$ cat src/rtl/lcd_bus_receiver.sv
// Responder side of the character-LCD write bus: synchronizes E/RS/RW/DATA, decodes
// HD44780-style instructions and keeps a 32-byte DDRAM shadow with a registered read port.
module lcd_bus_receiver #(
    parameter int unsigned SYNC_STAGES  = 2,
    parameter int unsigned CLEAR_CYCLES = 32
) (
    input  logic       clock,
    input  logic       reset,
    input  logic       E,
    input  logic       RS,
    input  logic       RW,
    input  logic [7:0] DATA,
    input  logic [4:0] rd_addr,
    output logic [7:0] rd_char,
    output logic [4:0] cursor,
    output logic       id_inc,
    output logic       disp_on,
    output logic       busy,
    output logic       cmd_valid,
    output logic [7:0] cmd_code,
    output logic       overrun,
    output logic       addr_err
);

    localparam int unsigned CNT_W = $clog2(CLEAR_CYCLES + 1);

    typedef enum logic {
        ST_IDLE,
        ST_CLEAR
    } state_t;

    state_t state, state_next;

    logic [SYNC_STAGES-1:0] e_sync, rs_sync, rw_sync;
    logic [7:0]             data_sync [SYNC_STAGES];
    logic                   e_prev;

    logic       e_s, rs_s, rw_s, strobe;
    logic [7:0] d_s;
    logic       accept, wr_data, wr_cmd;
    logic       op_clear, op_home, op_entry, op_disp, op_shift, op_setdd;
    logic [CNT_W-1:0] clr_cnt;
    logic       clr_last;

    logic [7:0] ddram [32];

    function automatic logic [4:0] step(input logic [4:0] a, input logic up);
        // 5-bit wrap gives the row0/row1 crossing and the 0x1F<->0x00 wrap directly
        return up ? a + 5'd1 : a - 5'd1;
    endfunction

    always_ff @(posedge clock or negedge reset) begin
        if (!reset) begin
            e_sync  <= '0;
            rs_sync <= '0;
            rw_sync <= '0;
            e_prev  <= 1'b0;
            for (int unsigned i = 0; i < SYNC_STAGES; i++) data_sync[i] <= '0;
        end else begin
            e_sync       <= {e_sync[SYNC_STAGES-2:0], E};
            rs_sync      <= {rs_sync[SYNC_STAGES-2:0], RS};
            rw_sync      <= {rw_sync[SYNC_STAGES-2:0], RW};
            e_prev       <= e_sync[SYNC_STAGES-1];
            data_sync[0] <= DATA;
            for (int unsigned i = 1; i < SYNC_STAGES; i++) data_sync[i] <= data_sync[i-1];
        end
    end

    assign e_s    = e_sync[SYNC_STAGES-1];
    assign rs_s   = rs_sync[SYNC_STAGES-1];
    assign rw_s   = rw_sync[SYNC_STAGES-1];
    assign d_s    = data_sync[SYNC_STAGES-1];
    assign strobe = e_prev & ~e_s;

    assign busy    = (state == ST_CLEAR);
    assign accept  = strobe & ~rw_s & ~busy;
    assign wr_data = accept & rs_s;
    assign wr_cmd  = accept & ~rs_s;

    always_comb begin
        op_clear = 1'b0;
        op_home  = 1'b0;
        op_entry = 1'b0;
        op_disp  = 1'b0;
        op_shift = 1'b0;
        op_setdd = 1'b0;
        if (d_s[7])                 op_setdd = 1'b1;
        else if (d_s[6] | d_s[5])   op_setdd = 1'b0;
        else if (d_s[4])            op_shift = 1'b1;
        else if (d_s[3])            op_disp  = 1'b1;
        else if (d_s[2])            op_entry = 1'b1;
        else if (d_s[1])            op_home  = 1'b1;
        else if (d_s[0])            op_clear = 1'b1;
    end

    assign clr_last = (clr_cnt == CNT_W'(CLEAR_CYCLES - 1));

    always_comb begin
        state_next = state;
        case (state)
            ST_IDLE:  if (wr_cmd && op_clear) state_next = ST_CLEAR;
            ST_CLEAR: if (clr_last)           state_next = ST_IDLE;
            default:                          state_next = ST_IDLE;
        endcase
    end

    always_ff @(posedge clock or negedge reset) begin
        if (!reset) state <= ST_IDLE;
        else        state <= state_next;
    end

    always_ff @(posedge clock or negedge reset) begin
        if (!reset) begin
            cursor    <= '0;
            id_inc    <= 1'b1;
            disp_on   <= 1'b0;
            cmd_valid <= 1'b0;
            cmd_code  <= '0;
            overrun   <= 1'b0;
            addr_err  <= 1'b0;
            clr_cnt   <= '0;
        end else begin
            cmd_valid <= wr_cmd;
            if (strobe && !rw_s && busy) overrun <= 1'b1;
            if (busy) clr_cnt <= clr_cnt + CNT_W'(1);
            if (wr_data) cursor <= step(cursor, id_inc);
            if (wr_cmd) begin
                cmd_code <= d_s;
                if (op_clear) begin
                    cursor  <= '0;
                    id_inc  <= 1'b1;
                    clr_cnt <= '0;
                end
                if (op_home)  cursor  <= '0;
                if (op_entry) id_inc  <= d_s[1];
                if (op_disp)  disp_on <= d_s[2];
                if (op_shift && !d_s[3]) cursor <= step(cursor, d_s[2]);
                if (op_setdd) begin
                    cursor <= {d_s[6], d_s[3:0]};
                    if (d_s[5:4] != 2'b00) addr_err <= 1'b1;
                end
            end
        end
    end

    // Clear fills one cell per busy clock; strobes are dropped while busy so the ports never collide.
    always_ff @(posedge clock or negedge reset) begin
        if (!reset) begin
            for (int unsigned k = 0; k < 32; k++) ddram[k] <= 8'h20;
        end else if (busy) begin
            if (clr_cnt < CNT_W'(32)) ddram[clr_cnt[4:0]] <= 8'h20;
        end else if (wr_data) begin
            ddram[cursor] <= d_s;
        end
    end

    always_ff @(posedge clock or negedge reset) begin
        if (!reset) rd_char <= '0;
        else        rd_char <= ddram[rd_addr];
    end

endmodule
$ cat config.mk
export PLATFORM = sky130hd
export DESIGN_NAME = lcd_bus_receiver
export DESIGN_NICKNAME = d
export VERILOG_FILES = /design/src/rtl/lcd_bus_receiver.sv
export SDC_FILE = /design/constraint.sdc
export NUM_CORES = 1
export LEC_CHECK = 0
export ABC_CLOCK_PERIOD_IN_PS = 2150
export BUFFER_PORTS_ARGS = -buffer_cell sky130_fd_sc_hd__buf_2
export CORE_MARGIN = 4
export CORE_UTILIZATION = 45
export DETAILED_ROUTE_END_ITERATION = 7
export PLACE_DENSITY = 0.64
export SYNTH_ARGS = -nofsm -noshare
export SYNTH_HDL_FRONTEND = slang
export SYNTH_SLANG_ARGS = --single-unit
export TNS_END_PERCENT = 50
$ cat constraint.sdc
create_clock -name clock -period 2.15 [get_ports clock]
set_clock_uncertainty 0.1 [all_clocks]
set_input_delay 0.215 -clock clock [delete_from_list [all_inputs] [get_ports clock]]
set_output_delay 0.215 -clock clock [all_outputs]
set_load 0.02 [all_outputs]
======== Word-level counts from Yosys, hierarchy flattened ========
Cells that the tools add are included.
storage, ports and cells
  latch bits .............................. 0
  memory bits (read-only) ................. 0
  output and inout port bits .............. 27
  bits of input ports ..................... 18
  memories ................................ 0
  register bits ........................... 312
  bits in writable memories ............... 0
cells by class
  mux-type cells .......................... 53
  bitwise gates (word level) .............. 16
  div/mod/pow operators ................... 0
  reduce and logical (&&, ||, !) cells .... 15
  equality and inequality tests ........... 2
  shift operators ......................... 0
  $mul .................................... 0
  add/sub/neg operators ................... 3
  $lt $le $gt $ge ......................... 6
operators by type and width
  cell                 number
  $mux 256             3
  $bwmux 256           1
  $and 224x224->224    1
  $not 224->224        1
  $demux 8 s5          2
  $bmux 8 s5           1
  $mux 5               8
  $mux 8               4
  $or 32x32->32        1
  $mux 1               30
  $ge 6x6->1 const B   3
  $mux 6               3
  $not 5->6            3
  $lt 6x1->1 const B   2
  $add 6x1->6 const B  1
  $eq 6x5->1 const B   1
  $logic_and 1x1->1    6
  $lt 6x6->1 const B   1
  $reduce_and 2->1     3
  $reduce_bool 2->1    3
  $add 5x1->5 const B  1
  $and 1x1->1          5
  $sub 5x1->5 const B  1
  $not 1->1            4
  other kinds (5)      6

======== Logic depth before layout (Yosys ltp) ========
Gate-level depths: netlist of the first run.
  word-level depth ........................ 12
  gate-level depth with buffers ........... 7
  depth with buffers taken out ............ 6

======== Worst setup path after synthesis of the first run ========
No wires, ideal clock.
  path kind ............................... register to register
  from .................................... reg state (netlist: busy)
  to ...................................... reg cmd_code[1]
  stages on the path, launching flop included .. 6
  path buffers ............................ 2
  library setup time ...................... 125 ps
  arrival ................................. 1920 ps
  slack ................................... 5 ps
  cell sequence ........................... dfrtp_1 or4b_1 clkbuf_1 nor2_1 buf_2 mux2_2
on the way
  longest elaborated chain between the ends .. 3
RTL lines
  what                    RTL line  RTL
  start, declared         32        state_t state, state_next;
  start signal, assigned  109       else state <= state_next;
  $not 1->1               -
  $and 1x1->1             76        assign accept = strobe & ~rw_s & ~busy;
  $and 1x1->1             78        assign wr_cmd = accept & ~rs_s;
  via wr_cmd              40        logic accept, wr_data, wr_cmd;
  end signal, assigned    128       cmd_code <= d_s;
  end, declared           20        output logic [7:0] cmd_code,
The timed path passes the listed nets, and every way through them passes these cells.
A chain may end at the register's enable or synchronous reset.

======== Worst setup path in the final report of the first run ========
  from .................................... reg cursor[0]
  to ...................................... reg ddram[235] in the netlist's numbering
on the way
  longest elaborated chain between the ends .. 8
  elaborated cells between the ends (all ways) .. 9
  classes of those cells .................. 2 x order compare; 5 x mux; 1 x bitwise; 1 x reduce/logical
RTL lines
  what                                                                   RTL line  RTL
  start, declared                                                        15        output logic [4:0] cursor,
  start signal, assigned                                                 126       if (wr_data) cursor <= step(cursor, id_inc);
  start signal, assigned                                                 137       if (op_shift && !d_s[3]) cursor <= step(cursor, d_s[2]);
  start signal, assigned                                                 139       cursor <= {d_s[6], d_s[3:0]};
  $not 5->6 (implied by the code) *                                      153       ddram[cursor] <= d_s;
  $ge 6x6->1 (implied by the code) / $lt 6x1->1 (equally long branches)  153
  $logic_and 1x1->1 (implied by the code)                                153
  $mux 8 (implied by the code)                                           153
  $demux 8 s5 *                                                          153
  $bwmux 256 *                                                           153
  $mux 256 *                                                             152       end else if (wr_data) begin
  $mux 256 *                                                             150       end else if (busy) begin
  end signal, assigned by index                                          153
  end, declared                                                          45        logic [7:0] ddram [32];
Mark *: on every way between the ends. The rest lies on a longest branch, timed or not. The select of a mux whose other input is x is not followed.

==> results.toml, run 1 <==
[outcome]
status = "finished with violations"
violations = "setup timing"

[synth]
yosysWarnings = 0
ys_seq_elements = 312
yosys.area_share.xor_xnor = 0.005634
synth_top_family_by_area = "compound AO/OA/AOI/OAI gates"
ys_seq_area_frac = 0.5610
synthCells = 1029
synth_common_cells = "dfrtp_1 (279), a22o_1 (219), mux4_2 (80), a21oi_1 (66), clkbuf_1 (57)"
synth_area_leaders = "dfrtp_1 (50%), a22o_1 (14%), mux4_2 (13%)"
syn-cell-area_mm2 = 0.01399
synth_most_common_cell = "dfrtp_1"
syn-num-nets = 1056
synthAdderAreaFrac = 0.008049
synth_edf_count = 0
yosys.area_share.simple = 0.05759
synth_compound_area_frac = 0.1898
synth_cell_types = 59
async_reset_ff_frac = 1.000
synth_area_leader_cell = "dfrtp_1"
synth.area.mux_share = 0.1503
ys.flop_type = "dfrtp_1"
synth.top_cell.area_share = 0.4990
avgSynthCellArea_um2 = 13.60

[clock_network]
cts-root-buf = "clkbuf_16"
clk_pin_slew_ns = 0.06
post_cts_buffers = 0
cts-htree-levels = 2
cts_buffer_depth = 3
clock_latency_ns = 0.52
cts_inserted_buffers = 36
cts_tree = "built"
cts_sinks = 312

[worst_setup_path]
slowest_delay_ns = 0.45
r2r_slack_ns = -0.05
r2r_start = "cursor[0]"
critPathKind = "reg -> reg"
crit_path_max_fanout = 8
worstSetupEndpointType = "register"
cpMaxStageDelayCell = "o22ai_1"
cp_cell_sequence = "inv_1 > ha_1 > nand2b_1 > o22ai_1 > nand2_1 > buf_4 > a22o_1"
startpoint_type = "register"
arrival_ns = 2.51
r2r_end = "ddram[235]"
crit_required_ns = 2.46
critPathTopFamily = "compound AO/OA/AOI/OAI gates"
cp-endpoint = "ddram[235]"
crit_path_start = "cursor[0]"
path_depth = 7
ff2ff_path_depth = 7
crit_buf_inv = 2

[floorplan]
fp.coreArea_mm2 = 0.03067
die-area_mm2 = 0.03398
die_y_um = 184.3
io_pins = 45
initial_core_util = 0.4562
rows = 64
die_x_um = 184.3

[drt]
via_per_inst = 6.400
dr.pass1.iters = 5
ant_nets = 0
routed_wl_um = 40620
drcViolationCount = 0
routedWlPerCell_um = 25.76
vias = 10090
drt_iter0_drc = 1037

[power]
max-vdd-ir-drop_mv = 0.5221
p_leak_uw = 0.007557
powerDensity_mw_per_mm2 = 934.3
fin_total_pwr_uw = 15680

[worst_hold_path]
holdCritPathClass = "in -> reg"
min_path_cells = 2

[sta]
fmax_mhz = 453.7
finalSetupViolCount = 7
fin_setup_tns_ns = -0.2774
maxSlewViolCount = 0
period_needed_ns = 2.204
hold_viol_final = 0
fin_crit_sh = 1.025
grt_setup_unrepaired = "true"
worst_slew_pin_slew_ns = 0.6103
slew_headroom = 0.5896
fin_ws_ns = -0.05427

[global_routing]
grt_pass1_vias = 10100
antenna_found_initial = 1
grtUsageTotal = 0.2422
grt_pass1_wl_um = 63110
grt_overflow = 0
grt_max_degree = 71

[place]
dp_hpwl_um = 26880
placed_cell_area_mm2 = 0.01539
place.port_buffers = 44
place_congestion = 0.8942

[flow_run]
drv_cap = 0

[finish]
stdcell_area_mm2 = 0.01679
n_antenna_cell = 0
drive_above_1_share = 0.3150
fin_util = 0.5473
syn_to_final_growth_pct = 19.98
fin_nets = 1180
n_fill_cell = 2494
[cell type report]
class / instances / area [µm²] / area share
Clock buffer: 54 / 1081 / 0.06440
Clock inverter: 12 / 130.1 / 0.007752
Inverter: 8 / 30.03 / 0.001789
Multi-Input combinational cell: 627 / 5831 / 0.3473
Sequential cell: 312 / 7850 / 0.4677
Tap cell: 396 / 495.5 / 0.02952
Timing Repair Buffer: 168 / 1369 / 0.08154
[logic make-up after synthesis]
| group | count (synthesis) |
|---|---|
| adders and majority gates | 9 |
| xor gates and xnor gates | 9 |
| DFF | 312 |
| AOI/OAI and AO/OA | 342 |
| buffers and inverters | 90 |
| muxes | 108 |
| and+or+nand+nor | 159 |
[power by group]
group / leakage [µW] / switching [µW] / internal, µW
clock network: 0.000593 / 2460 / 3740
logic: 0.00285 / 1150 / 1180
registers: 0.00411 / 507 / 6640
[sequential cells by signal (all words and copies together) (netlist names)]
register / cells
addr_err: 1
busy: 1
clr_cnt: 6
cmd_code: 8
cmd_valid: 1
cursor: 5
d_s: 8
data_sync: 8
ddram: 256
disp_on: 1
e_prev: 1
e_sync: 2
id_inc: 1
overrun: 1
rd_char: 8
rs_sync: 2
rw_sync: 2
[metrics by stage]
| stage | cells | setup slack, ns | hold WS, ns |
|---|---|---|---|
| after global placement | 1499 | -0.02339 | 0.07653 |
| after floorplan | 1029 | 0.005230 | -0.1806 |
| final | 1577 | -0.05427 | 0.06742 |
| after detailed placement | 1499 | -0.05572 | 0.07742 |
| after CTS | 1577 | 0.01353 | 0.05759 |
| after global routing | 1577 | -0.1021 | 0.06303 |
[layout by cell type, fill, tap and decap left out, types with 25 or more instances in the layout]
master     count
dfrtp_1      278
a22o_1       219
buf_4         99
mux4_2        80
a21oi_1       66
nor2_1        55
buf_2         42
clkbuf_16     38
nand2_1       36
dfstp_2       33
o22ai_1       25
[worst min-delay path by stage]
stage	startpoint	endpoint	slack [ns]
global placement	reset	ddram[177]	0.08
detailed placement	reset	ddram[176]	0.08
finish	rd_addr[3]	rd_char[2]	0.07
global route	rd_addr[3]	rd_char[2]	0.06
floorplan	reset	addr_err	-0.18
CTS	rd_addr[3]	rd_char[2]	0.06
[layer usage]
layer / GRT usage / wire (µm) / vias up
met3: 0.05269 / 3626 / 90
met5: 0 / 7 / -
met1: 0.3666 / 17540 / 5221
met4: 0.08104 / 1429 / 2
li1: - / - / 4280
met2: 0.3499 / 18020 / 500
[timing repair]
item / in CTS / in global routing
resized for setup: 2 / 13
gates cloned: 0 / 0
hold buffers: 12 / 0
endpoints found under the setup margin: 3 / 59
pin swaps: 0 / 0
endpoints found under the hold margin: 224 / 0
(Power assumes the default switching activity.)
==> run 2, diff against run 1 <==
--- a/config.mk
+++ b/config.mk
@@ -10,7 +10,9 @@
 export CORE_MARGIN = 4
 export CORE_UTILIZATION = 45
 export DETAILED_ROUTE_END_ITERATION = 7
-export PLACE_DENSITY = 0.64
+export GPL_TIMING_DRIVEN = 0
+export PLACE_DENSITY = 0.65
+export RECOVER_POWER = 50
 export SYNTH_ARGS = -nofsm -noshare
 export SYNTH_HDL_FRONTEND = slang
 export SYNTH_SLANG_ARGS = --single-unit
==> results.toml, run 2 (synthesized netlist as in run 1, its figures left out) <==
[outcome]
status = "finished, final reports clean"

[clock_network]
clk_pin_slew_ns = 0.06
cts-htree-levels = 2
clock_latency_ns = 0.53
cts_tree = "built"
cts_buffer_depth = 3
cts-root-buf = "clkbuf_16"
cts_inserted_buffers = 35
cts_sinks = 312

[sta]
hold_viol_final = 0
maxSlewViolCount = 0
period_needed_ns = 2.131
slew_headroom = 0.3805
whs_ns = 0.1198
finalSetupViolCount = 0
worst_slew_pin_slew_ns = 0.9293
grt_setup_unrepaired = "true"
fin_crit_sh = 0.9911
fmax_mhz = 469.3

[flow_run]
drv_cap = 0

[global_routing]
antenna_found_initial = 0
grt_pass1_wl_um = 65430
grt_max_degree = 113
grt_pass1_vias = 10530
grtUsageTotal = 0.2515
grt_overflow = 0

[floorplan]
die_y_um = 184.3
rows = 64
fp.coreArea_mm2 = 0.03067
die_x_um = 184.3
io_pins = 45
die-area_mm2 = 0.03398
initial_core_util = 0.4562

[finish]
fin_nets = 1150
n_fill_cell = 2554
layout.cells.most_common = "dfrtp_1"
fin_util = 0.5426
top_register = "ddram"
seqCellArea_mm2 = 0.007850
multiInputGateArea_mm2 = 0.006281
n_antenna_cell = 0
syn_to_final_growth_pct = 18.94
drive_above_1_share = 0.3226
layout_common_cells = "dfrtp_1 (278), a22o_1 (219), mux4_2 (80)"
largest_reg_flops = 256

[worst_setup_path]
startpoint_type = "register"
crit_path_max_fanout = 9
arrival_ns = 2.43
crit_required_ns = 2.45
worstSetupEndpointType = "register"
slowest_delay_ns = 0.51
r2r_slack_ns = 0.02
cp_cell_sequence = "inv_1 > ha_1 > nand2b_2 > o22ai_1 > nand2_2 > a22o_1"
critPathKind = "reg -> reg"
cpMaxStageDelayCell = "dfrtp_1"

[drt]
dr.pass1.iters = 5
via_per_inst = 6.526
drt_iter0_drc = 1134
ant_nets = 0
routedWlPerCell_um = 27.26
drcViolationCount = 0
routed_wl_um = 42060
vias = 10070

[power]
p_clk_frac = 0.386
p_sw_uw = 4165
p_leak_uw = 0.007244
swShare = 0.2685
combPwrFrac = 0.158
powerDensity_mw_per_mm2 = 931.9
pwr-share-seq = 0.456
p_int_uw = 11340
max-vdd-ir-drop_mv = 0.4784

[place]
place.port_buffers = 39
place_congestion = 0.9122
dp_hpwl_um = 28300

[worst_hold_path]
holdCritPathClass = "in -> async"
-- run 2: power by group through the flow --
| stage | sequential (µW) | combinational, µW | clock (µW) |
|---|---|---|---|
| floorplan | 7100 | 1480 | 0 |
| finish | 7080 | 2440 | 5990 |
| CTS | 7060 | 2420 | 6050 |
| global placement | 7110 | 2230 | 0 |
| detailed placement | 7140 | 2290 | 0 |
| global route | 7140 | 2630 | 6300 |
-- run 2: repair_timing --
| action | in CTS | in global routing |
|---|---|---|
| gates resized for setup | 129 | 48 |
| hold endpoints to repair | 98 | 0 |
| gates cloned | 0 | 0 |
| hold buffers | 12 | 0 |
| setup buffers | 11 | 3 |
| pin swaps | 4 | 5 |
| setup endpoints to repair | 274 | 319 |
-- run 2: final timing paths --
kind,startpoint,endpoint,cells past startpoint
hold / removal,reset,ddram[156],2
hold reg to reg,data_sync[12],d_s[4],0
min in group clock,rd_addr[3],rd_char[3],2
setup / recovery,cursor[1],ddram[86],6
max in group asynchronous,reset,ddram[125],4
setup reg to reg,cursor[1],ddram[86],6
-- run 2: metal layers --
metal	global-route usage	wire length, µm
met1	0.3636	17620
met2	0.3792	19340
met3	0.04954	3358
met4	0.09731	1739
met5	0	0
-- run 2: layout make-up --
type,count,area share
Sequential cell,312,0.4717
Clock inverter,12,0.007669
Buffer,72,0.02188
Clock buffer,49,0.06128
Tap cell,396,0.02977
Inverter,8,0.001805
Multi-Input combinational cell,627,0.3774
Timing Repair Buffer,67,0.02842
-- run 2: critical path, delay by kind of cell, from the launching register on --
kind,cells,cell delay [ns]
flip-flops,1,0.51
AO/OA/AOI/OAI,2,0.59
buffers and inverters,1,0.17
adder cells (fa/ha/maj),1,0.21
AND/OR/NAND/NOR,2,0.42
-- run 2: stage by stage --
stage          setup slack, ns  total power [µW]  setup TNS, ns  instances  area [µm²]
2_1_floorplan         0.005230              8581              0       1029       13990
3_3_place_gp            -5.068              9340       -1642.42       1464       14680
3_5_place_dp           -0.7817              9426        -153.86       1466       14750
4_1_cts               -0.06410             15520         -1.017       1541       16520
5_1_grt               -0.03434             16070        -0.5216       1543       16640
6_report               0.01917             15510              0       1543       16640
